<file path="src/rtl/buf_exec_pkg.sv">
// Shared encodings for the buffered command executor: FSM states, command word layout, opcodes.
package buf_exec_pkg;

    localparam int DATA_WIDTH      = 40;
    localparam int FIFO_DEPTH      = 16;
    localparam int START_THRESHOLD = 2;
    localparam int START_TIMEOUT   = 15;
    localparam int ABORT_HOLD      = 4;

    localparam int OPC_HI = 39;
    localparam int OPC_LO = 32;

    localparam logic [7:0] OPC_NOP = 8'h80;
    localparam logic [7:0] OPC_EOB = 8'hBF;

    typedef enum logic [2:0] {
        ST_IDLE  = 3'd0,
        ST_FILL  = 3'd1,
        ST_START = 3'd2,
        ST_RUN   = 3'd3,
        ST_ABORT = 3'd4,
        ST_HOLD  = 3'd5
    } state_t;

    function automatic logic [7:0] opcode_of(input logic [DATA_WIDTH-1:0] word);
        return word[OPC_HI:OPC_LO];
    endfunction

endpackage

</file>
<file path="src/rtl/buf_exec_rr_arb2.sv">
// Two-way round-robin arbiter with block lock; grant appears the cycle after valid and is held until
// the last word of the block is accepted (release) or abort clears it; inhibit blocks new grants.
module buf_exec_rr_arb2 (
    input  logic       clk,
    input  logic       rst,
    input  logic [1:0] valid,
    input  logic       blk_release,
    input  logic       clear,
    input  logic       inhibit,
    output logic [1:0] grant
);

    logic [1:0] r_grant;
    logic       r_prefer1;
    logic [1:0] w_pick;

    // On a tie the previous owner loses.
    always_comb begin
        w_pick = 2'b00;
        if (valid == 2'b11) begin
            w_pick = r_prefer1 ? 2'b10 : 2'b01;
        end else if (valid[0]) begin
            w_pick = 2'b01;
        end else if (valid[1]) begin
            w_pick = 2'b10;
        end
    end

    always_ff @(posedge clk) begin
        if (!rst) begin
            r_grant   <= 2'b00;
            r_prefer1 <= 1'b0;
        end else if (clear || ((r_grant != 2'b00) && blk_release)) begin
            r_grant <= 2'b00;
        end else if ((r_grant == 2'b00) && !inhibit && (w_pick != 2'b00)) begin
            r_grant   <= w_pick;
            r_prefer1 <= w_pick[0];
        end
    end

    assign grant = r_grant;

endmodule

</file>
<file path="src/rtl/buf_exec_ctrl.sv">
// Command-FIFO write arbiter and executor start/abort sequencer; accepted words reach the FIFO one cycle
// later, requesters stall on full FIFO or abort recovery. BUF_EXEC_CTRL_STATS_EN adds activity counters.
module buf_exec_ctrl #(
    parameter int DATA_WIDTH      = buf_exec_pkg::DATA_WIDTH,
    parameter int FIFO_DEPTH      = buf_exec_pkg::FIFO_DEPTH,
    parameter int START_THRESHOLD = buf_exec_pkg::START_THRESHOLD,
    parameter int START_TIMEOUT   = buf_exec_pkg::START_TIMEOUT,
    parameter int ABORT_HOLD      = buf_exec_pkg::ABORT_HOLD
) (
    input  logic                  clk,
    input  logic                  rst,
    input  logic                  ctrl_enable,
    input  logic                  ctrl_abort,
    input  logic                  req0_valid,
    input  logic [DATA_WIDTH-1:0] req0_data,
    input  logic                  req0_last,
    output logic                  req0_ready,
    input  logic                  req1_valid,
    input  logic [DATA_WIDTH-1:0] req1_data,
    input  logic                  req1_last,
    output logic                  req1_ready,
    output logic                  fifo_write,
    output logic [DATA_WIDTH-1:0] fifo_write_data,
    input  logic [31:0]           fifo_data_count,
    output logic                  be_start,
    output logic                  be_abort,
    input  logic                  be_busy,
    output logic [1:0]            grant,
    output logic [2:0]            state,
    output logic                  blk_dropped,
    output logic                  err_start_timeout
`ifdef BUF_EXEC_CTRL_STATS_EN
    ,
    output logic [31:0]           stat_words,
    output logic [15:0]           stat_starts,
    output logic [15:0]           stat_drops
`endif
);
    import buf_exec_pkg::*;

    state_t                r_state;
    state_t                w_state_nxt;
    logic [7:0]            r_timer;
    logic                  r_fifo_write;
    logic [DATA_WIDTH-1:0] r_fifo_write_data;
    logic                  r_be_start;
    logic                  r_be_abort;
    logic                  r_blk_dropped;
    logic                  r_err;
    logic                  r_mid;
    logic                  r_blk_pend;

    logic [1:0]            w_grant;
    logic                  w_blocked;
    logic                  w_space;
    logic                  w_acc0;
    logic                  w_acc1;
    logic                  w_acc;
    logic                  w_acc_last;
    logic [DATA_WIDTH-1:0] w_acc_data;
    logic                  w_abort_take;
    logic                  w_mid_nxt;
    logic                  w_count_zero;
    logic                  w_fire_start;
    logic                  w_set_err;

    assign w_blocked    = (r_state == ST_ABORT) || (r_state == ST_HOLD);
    // The registered write is not yet reflected in fifo_data_count, so reserve a slot for it.
    assign w_space      = ({1'b0, fifo_data_count} + {32'd0, r_fifo_write}) < 33'(FIFO_DEPTH);
    assign req0_ready   = w_grant[0] & w_space & ~w_blocked;
    assign req1_ready   = w_grant[1] & w_space & ~w_blocked;
    assign w_acc0       = req0_valid & req0_ready;
    assign w_acc1       = req1_valid & req1_ready;
    assign w_acc        = w_acc0 | w_acc1;
    assign w_acc_last   = w_acc0 ? req0_last : (w_acc1 & req1_last);
    assign w_acc_data   = w_acc0 ? req0_data : req1_data;
    assign w_abort_take = ctrl_abort & ~w_blocked;
    assign w_mid_nxt    = w_acc ? ~w_acc_last : r_mid;
    assign w_count_zero = (fifo_data_count == 32'd0);

    buf_exec_rr_arb2 u_arb (
        .clk         (clk),
        .rst         (rst),
        .valid       ({req1_valid, req0_valid}),
        .blk_release (w_acc & w_acc_last),
        .clear       (w_abort_take),
        .inhibit     (w_blocked),
        .grant       (w_grant)
    );

    always_comb begin
        w_state_nxt  = r_state;
        w_fire_start = 1'b0;
        w_set_err    = 1'b0;
        case (r_state)
            ST_IDLE: begin
                if (r_fifo_write) w_state_nxt = ST_FILL;
            end
            ST_FILL: begin
                if (ctrl_enable && ((fifo_data_count >= 32'(START_THRESHOLD)) ||
                                    (r_blk_pend && !w_count_zero))) begin
                    w_state_nxt  = ST_START;
                    w_fire_start = 1'b1;
                end
            end
            ST_START: begin
                if (be_busy) begin
                    w_state_nxt = ST_RUN;
                end else if (r_timer >= 8'(START_TIMEOUT - 1)) begin
                    w_state_nxt = ST_FILL;
                    w_set_err   = 1'b1;
                end
            end
            ST_RUN: begin
                if (!be_busy) begin
                    w_state_nxt = (w_count_zero && !r_fifo_write && !w_acc) ? ST_IDLE : ST_FILL;
                end
            end
            ST_ABORT: begin
                if (!be_busy) w_state_nxt = ST_HOLD;
            end
            ST_HOLD: begin
                if (r_timer >= 8'(ABORT_HOLD - 1)) begin
                    w_state_nxt = w_count_zero ? ST_IDLE : ST_FILL;
                end
            end
            default: w_state_nxt = ST_IDLE;
        endcase
        if (w_abort_take) begin
            w_state_nxt  = ST_ABORT;
            w_fire_start = 1'b0;
            w_set_err    = 1'b0;
        end
    end

    always_ff @(posedge clk) begin
        if (!rst) begin
            r_state           <= ST_IDLE;
            r_timer           <= 8'd0;
            r_fifo_write      <= 1'b0;
            r_fifo_write_data <= '0;
            r_be_start        <= 1'b0;
            r_be_abort        <= 1'b0;
            r_blk_dropped     <= 1'b0;
            r_err             <= 1'b0;
            r_mid             <= 1'b0;
            r_blk_pend        <= 1'b0;
        end else begin
            r_state <= w_state_nxt;
            // Timer counts cycles spent in the current state and saturates.
            if (w_state_nxt != r_state) begin
                r_timer <= 8'd0;
            end else if (r_timer != 8'hFF) begin
                r_timer <= r_timer + 8'd1;
            end
            r_fifo_write <= w_acc;
            if (w_acc) r_fifo_write_data <= w_acc_data;
            r_be_start    <= w_fire_start;
            r_be_abort    <= w_abort_take;
            r_blk_dropped <= w_abort_take & w_mid_nxt;
            r_err         <= r_err | w_set_err;
            r_mid         <= w_abort_take ? 1'b0 : w_mid_nxt;
            if (w_abort_take) begin
                r_blk_pend <= 1'b0;
            end else if (w_acc && w_acc_last) begin
                r_blk_pend <= 1'b1;
            end else if (w_fire_start) begin
                r_blk_pend <= 1'b0;
            end
        end
    end

    assign fifo_write        = r_fifo_write;
    assign fifo_write_data   = r_fifo_write_data;
    assign be_start          = r_be_start;
    assign be_abort          = r_be_abort;
    assign grant             = w_grant;
    assign state             = r_state;
    assign blk_dropped       = r_blk_dropped;
    assign err_start_timeout = r_err;

`ifdef BUF_EXEC_CTRL_STATS_EN
    logic [31:0] r_stat_words;
    logic [15:0] r_stat_starts;
    logic [15:0] r_stat_drops;

    always_ff @(posedge clk) begin
        if (!rst) begin
            r_stat_words  <= 32'd0;
            r_stat_starts <= 16'd0;
            r_stat_drops  <= 16'd0;
        end else begin
            if (w_acc)                      r_stat_words  <= r_stat_words + 32'd1;
            if (w_fire_start)               r_stat_starts <= r_stat_starts + 16'd1;
            if (w_abort_take && w_mid_nxt)  r_stat_drops  <= r_stat_drops + 16'd1;
        end
    end

    assign stat_words  = r_stat_words;
    assign stat_starts = r_stat_starts;
    assign stat_drops  = r_stat_drops;
`endif

endmodule

</file>
<file path="config.mk">
export PLATFORM = sky130hd
export DESIGN_NAME = buf_exec_ctrl
export DESIGN_NICKNAME = d
export VERILOG_FILES = /design/src/rtl/buf_exec_pkg.sv /design/src/rtl/buf_exec_rr_arb2.sv /design/src/rtl/buf_exec_ctrl.sv
export SDC_FILE = /design/constraint.sdc
export NUM_CORES = 1
export LEC_CHECK = 0
export CAP_MARGIN = 20
export CORE_AREA = 5 5 106 108
export CTS_CLUSTER_DIAMETER = 120
export DETAILED_ROUTE_END_ITERATION = 16
export DIE_AREA = 0 0 111 113
export PLACE_DENSITY = 0.78
export SLEW_MARGIN = 15
export SYNTH_ARGS = -nofsm -noshare
export SYNTH_HDL_FRONTEND = slang
export SYNTH_SLANG_ARGS = --single-unit
</file>
<file path="constraint.sdc">
create_clock -name clk -period 2.8 [get_ports clk]
set_input_delay 0.28 -clock clk [delete_from_list [all_inputs] [get_ports clk]]
set_output_delay 0.28 -clock clk [all_outputs]
set_load 0.01 [all_outputs]
</file>
## Word-level counts from Yosys, hierarchy flattened

Cells that the tools add are included.

| word-level totals | value |
|---|---|
| input port bits | 121 |
| register bits | 61 |
| output and inout bits | 52 |
| word-level logic and storage cells | 94 |

| cells by class | value |
|---|---|
| order comparisons | 4 |
| bitwise logic cells | 16 |
| add/sub/neg operators | 2 |
| mux-type cells | 27 |
| reductions and logical operators | 25 |
| equality and inequality tests | 8 |

Operator list:

| operator | number |
|---|---|
| $mux 40 | 1 |
| $add 32x1->33 | 1 |
| $lt 33x5->1 const B | 1 |
| $ge 32x2->1 const B | 1 |
| $logic_not 32->1 | 1 |
| $mux 3 | 8 |
| $pmux 3 s6 | 1 |
| $mux 1 | 13 |
| $and 1x1->1 | 10 |
| $add 8x1->8 const B | 1 |
| $ge 8x2->1 const B | 1 |
| $ge 8x4->1 const B | 1 |
| $logic_and 1x1->1 | 8 |
| $mux 2 | 4 |
| $ne 8x8->1 const B | 1 |
| $eq 3x2->1 const B | 2 |
| $eq 3x3->1 const B | 2 |
| $reduce_bool 2->1 | 3 |
| $reduce_or 2->1 | 3 |
| $logic_not 1->1 | 4 |
| $not 1->1 | 4 |
| $eq 3x1->1 const B | 1 |
| $logic_not 3->1 | 1 |
| $logic_or 1x1->1 | 3 |
| 5 further kinds | 6 |

## Logic depth before layout (Yosys ltp)

| logic depth | value |
|---|---|
| word-level depth | 14 |
| mapped depth | 11 |
| depth with buffers taken out | 9 |

## Hierarchy

A second synthesis with hierarchy kept.

| unflattened totals | value |
|---|---|
| cell total of the unflattened synthesis | 368 |
| area total of the unflattened synthesis | 3552.2 sq um |

Modules (own cells, without submodules):

| module | times used | cells each | area each (sq um) | seq. area each (sq um) |
|---|---|---|---|---|
| buf_exec_ctrl | 1 | 352 | 3404.5 | 1161.1 |
| buf_exec_rr_arb2 | 1 | 16 | 147.6 | 60.1 |

## Worst setup path before layout

OpenSTA, ideal clock, no wires.

| path | value |
|---|---|
| path kind | input port to flip-flop |
| start | input port fifo_data_count[7] |
| end | register r_fifo_write_data[10], in the netlist fifo_write_data[10] |
| slack | -0.139 ns |
| cell stages on the path | 11 |
| required time | 2.674 ns |
| data arrival time | 2.813 ns |
| buffers on the path | 3 |
| setup time | 0.126 ns |
| cell sequence | nand4_1 -> or4_1 -> buf_6 -> nor3_2 -> xor2_1 -> or4_4 -> nor4_2 -> and3_1 -> buf_6 -> buf_12 -> a221oi_2 |

| between the ends | value |
|---|---|
| longest elaborated chain between the ends | 6 |
| elaborated cells between the ends (all ways) | 10 |
| classes of those cells | add/sub: 1; order compare: 1; mux: 1; bitwise: 7 |

Ends and longest elaborated chain:

| element | RTL line | text |
|---|---|---|
| from (decl) | buf_exec_ctrl.sv:24 | `input logic [31:0] fifo_data_count,` |
| $add 32x1->33 * | buf_exec_ctrl.sv:69 | `assign w_space = ({1'b0, fifo_data_count} + {32'd0, r_fifo_write}) < 33'(FIFO_DEPTH);` |
| $lt 33x5->1 * | buf_exec_ctrl.sv:69 |  |
| $and 1x1->1, on equally long branches (2 in series) | buf_exec_ctrl.sv:70, buf_exec_ctrl.sv:71 |  |
| $and 1x1->1, on equally long branches | buf_exec_ctrl.sv:72, buf_exec_ctrl.sv:73 |  |
| $mux 40 / $or 1x1->1 (equally long branches) | buf_exec_ctrl.sv:76, buf_exec_ctrl.sv:74 |  |
| to (signal assigned) | buf_exec_ctrl.sv:157 | `if (w_acc) r_fifo_write_data <= w_acc_data;` |
| to (decl) | buf_exec_ctrl.sv:45 | `logic [DATA_WIDTH-1:0] r_fifo_write_data;` |

Every way passes the cells marked *; elsewhere a longest branch is shown, timed or not.
A chain may end at the register's enable or synchronous reset.

## Worst setup path after layout

| path | value |
|---|---|
| start | input port fifo_data_count[2] |
| end | register r_fifo_write_data[5], in the netlist fifo_write_data[5] |

The elaborated chain is that of the path after synthesis.

==> results.json <==
{
  "vias": 4384,
  "syn_nets": 587,
  "critPathLaunchType": "primary input",
  "cpMaxStageDelayCell": "mux2_2",
  "reg2reg_depth": 11,
  "ys_warn_count": 0,
  "detail_route.first_pass.iterations": 4,
  "r2r-start": "fifo_write$_SDFF_PN0_",
  "path_class": "in2reg",
  "skew_ns": 0.0199,
  "max_slew.worst_pin.slew_ns": 0.424,
  "synth_largest_area_cell": "dfxtp_1",
  "die_y_um": 113,
  "die_x_um": 111,
  "drc_errors": 0,
  "yosys-top-cells-count": "inv_1 (89), dfxtp_1 (61), a221oi_2 (40)",
  "numCtsBuffers": 9,
  "fin_crit_sh_pct": 98.6,
  "synth_top_area_share_pct": 31.4,
  "clock-root-buffer": "clkbuf_8",
  "rsz0062_at_grt": "true",
  "synth.avg_cell_area_um2": 8.39,
  "async_reset_ff_share_pct": 0,
  "relSlewSlack_pct": 71.5,
  "finalNonFillerCells": 839,
  "p_per_area_nw_per_um2": 340,
  "final_util_pct": 64.2,
  "grt_usage_pct": 20.9,
  "hold_path_depth": 3,
  "cts_hold_buf": 0,
  "rows": 37,
  "grt_max_degree": 44,
  "vias_per_cell": 5.23,
  "first_global_vias": 4589,
  "postSynthCellCount": 464,
  "required_ns": 3.05,
  "start_util_pct": 38.4,
  "max_cap_viol_count": 0,
  "internal-power_w": 0.00165,
  "combPwrFrac_pct": 18.5,
  "drtAntennaViolNets": 0,
  "regToRegEndpoint": "fifo_write_data[5]$_SDFFE_PN0P_",
  "io_pins": 173,
  "crit_arrival_ns": 3.01,
  "power.leakage_nw": 2.88,
  "synth_edf_count": 0,
  "critPathBufInv": 6,
  "overflow": 0,
  "hold_viol": 0,
  "sw_frac_of_total_pct": 25.5,
  "seq_area_frac_synth_pct": 31.4,
  "status": "finished, final reports clean",
  "timing.final.max_slew_violations": 0,
  "ys_dominant_reg_cell": "dfxtp_1",
  "crit_start": "fifo_data_count[2]",
  "drt_iter0_drc": 153,
  "wl_per_cell_um": 16.2,
  "ir_worst_vdd_mv": 0.214,
  "fp.dieArea_um2": 12500,
  "whs_ns": 0.486,
  "period_needed_ns": 2.76,
  "nNetsFinal": 821,
  "switchingPower_w": 0.000564,
  "ys_ff_latch": 61,
  "yosysMostFrequentCell": "inv_1",
  "antenna_found_initial": 0,
  "clk_pin_slew_ns": 0.09,
  "cts_tree": "done",
  "hp-class": "in2reg",
  "synth_area_leaders": "dfxtp_1 (31%), a221oi_2 (15%), inv_1 (8.6%)",
  "clk_path_buf_depth": 2,
  "seq_area_um2": 1220,
  "crit_path_end_kind": "register",
  "area_growth_pct": 67.3,
  "setup_violations": 0,
  "seqPwrFrac_pct": 40.1,
  "timing.critical_path.fanout_max": 14,
  "clock_latency_ns": 0.34,
  "multi_input_area_um2": 2210,
  "grt_pass1_wl_mm": 21.8,
  "htreeDepth": 3,
  "min_to": "fifo_write_data[0]$_SDFFE_PN0P_",
  "place.gp.congestion": 0.927,
  "fmax_mhz": 362,
  "cts_sinks": 61,
  "yosysUniqueCellTypes": 59,
  "reg2reg_slack_ns": 0.10,
  "dpl.hpwl_mm": 10.2,
  "drt_wl_total_mm": 13.6,
  "clkPwrFrac_pct": 41.4,
  "min_from": "req1_data[0]",
  "fp.coreArea_um2": 10100,
  "critPathMostFrequentCell": "buf_4",
  "critical_path.top_delay_family": "simple AND/OR/NAND/NOR gates",
  "cpPeakStageDelay_ns": 0.36,
  "crit_chain": "dlygate4sd2_1 -> and4_4 -> nand4_1 -> buf_6 -> buf_4 -> nor4_2 -> mux2_2 -> nand4_1 -> nor4_4 -> buf_4 -> buf_4 -> and3_4 -> buf_12 -> a221oi_4",
  "n_antenna_cell": 0,
  "drive_above_1_share_pct": 24.6,
  "portBuffers": 172,
  "fill_cells": 825,
  "synth_area_um2": 3890,
  "place_inst": 817
}
[worst reg2reg max path, cell delays in order (launching register included)]
cell      delay, ns
dfxtp_4        0.39
and3_4         0.20
nand2_2        0.10
or4_1          0.50
nand3_2        0.10
nand4_1        0.18
nor4_4         0.30
buf_4          0.16
buf_4          0.11
and3_4         0.26
buf_12         0.19
a221oi_4       0.08
[routing by layer]
metal	GRT usage (%)	vias to the layer above	routed length [µm]
met5	0	-	0
met4	9.11	0	446
met3	5.40	35	734
met2	37.6	166	6870
met1	23.4	2040	5560
li1	-	2143	-
[power groups by stage]
stage	Sequential [W]	Combinational, W	Clock [W]
3_5_place_dp	0.000907	0.000401	0
6_report	0.000887	0.000409	0.000917
3_3_place_gp	0.000907	0.000393	0
5_1_grt	0.000888	0.000439	0.000976
4_1_cts	0.000888	0.000398	0.000934
2_1_floorplan	0.000906	0.000117	0
[through the flow]
step / setup WS (ns) / instance area [µm²] / total power (W) / setup TNS [ns]
floorplan: 0.0340 / 3900 / 0.00102 / 0
finish: 0.0380 / 6510 / 0.00221 / 0
global route: -0.0543 / 6510 / 0.00230 / -0.684
detailed placement: -0.849 / 6130 / 0.00131 / -34.85
global placement: -0.778 / 6130 / 0.00130 / -31.12
CTS: 0.00221 / 6430 / 0.00222 / 0
[sequential cells by signal, summed over array words and instances, names as in the netlist]
signal,count
be_abort,1
be_start,1
blk_dropped,1
err_start_timeout,1
fifo_write,1
fifo_write_data,40
r_blk_pend,1
r_mid,1
r_timer,8
state,3
u_arb.grant,2
u_arb.r_prefer1,1
[what timing repair did]
item,in CTS,in global routing
setup endpoints to repair,49,45
pin swaps,12,13
gates resized for setup,68,19
gates cloned,1,0
buffers inserted,4,1
[cells in the final DEF (no fill, tap or decap), drive strengths merged, types with 3 or more instances in the layout]
cell type and instances:
nor2 21, xnor2 3, dlygate4sd2 7, a221oi 40
and2 6, a31oi 3, clkbuf 13, dfxtp 61
inv 90, nand2 29, and3 4, a211oi 3
nand3 16, xor2 3, mux2i 4, nand4 17
buf 86, a21oi 7, nor3 14, o21ai 52
o31ai 3, or4 4, nand2b 3, nand3b 4
and4 5, nor4 13, clkdlybuf4s50 151
[logic make-up after synthesis]
group           after synthesis  share of synthesized area [%]
compound gates              131                           30.0
xor+xnor                      6                           1.35
fa+ha+maj                     2                          0.643
buf+inv                     115                           14.9
flops                        61                           31.4
mux                           5                           1.32
simple gates                144                           20.4
[layout make-up]
cell class / count / share of cell area, %
timing repair buffer: 249 / 35.9
tap: 136 / 2.61
inverter: 89 / 5.13
clock buffer: 10 / 2.11
multi-input combinational: 288 / 34.0
clock inverter: 6 / 1.44
sequential: 61 / 18.8
[how the worst max path moves through the flow]
stage                                  endpoint  slack (ns)  cells past startpoint
2_1_floorplan  fifo_write_data[10]$_SDFFE_PN0P_        0.03                     11
3_5_place_dp                         req0_ready       -0.85                      9
6_report        fifo_write_data[5]$_SDFFE_PN0P_        0.04                     14
4_1_cts                              req0_ready       0.002                      9
5_1_grt                              req1_ready       -0.05                      9
3_3_place_gp                         req0_ready       -0.78                      9
(Power assumes the default switching activity.)
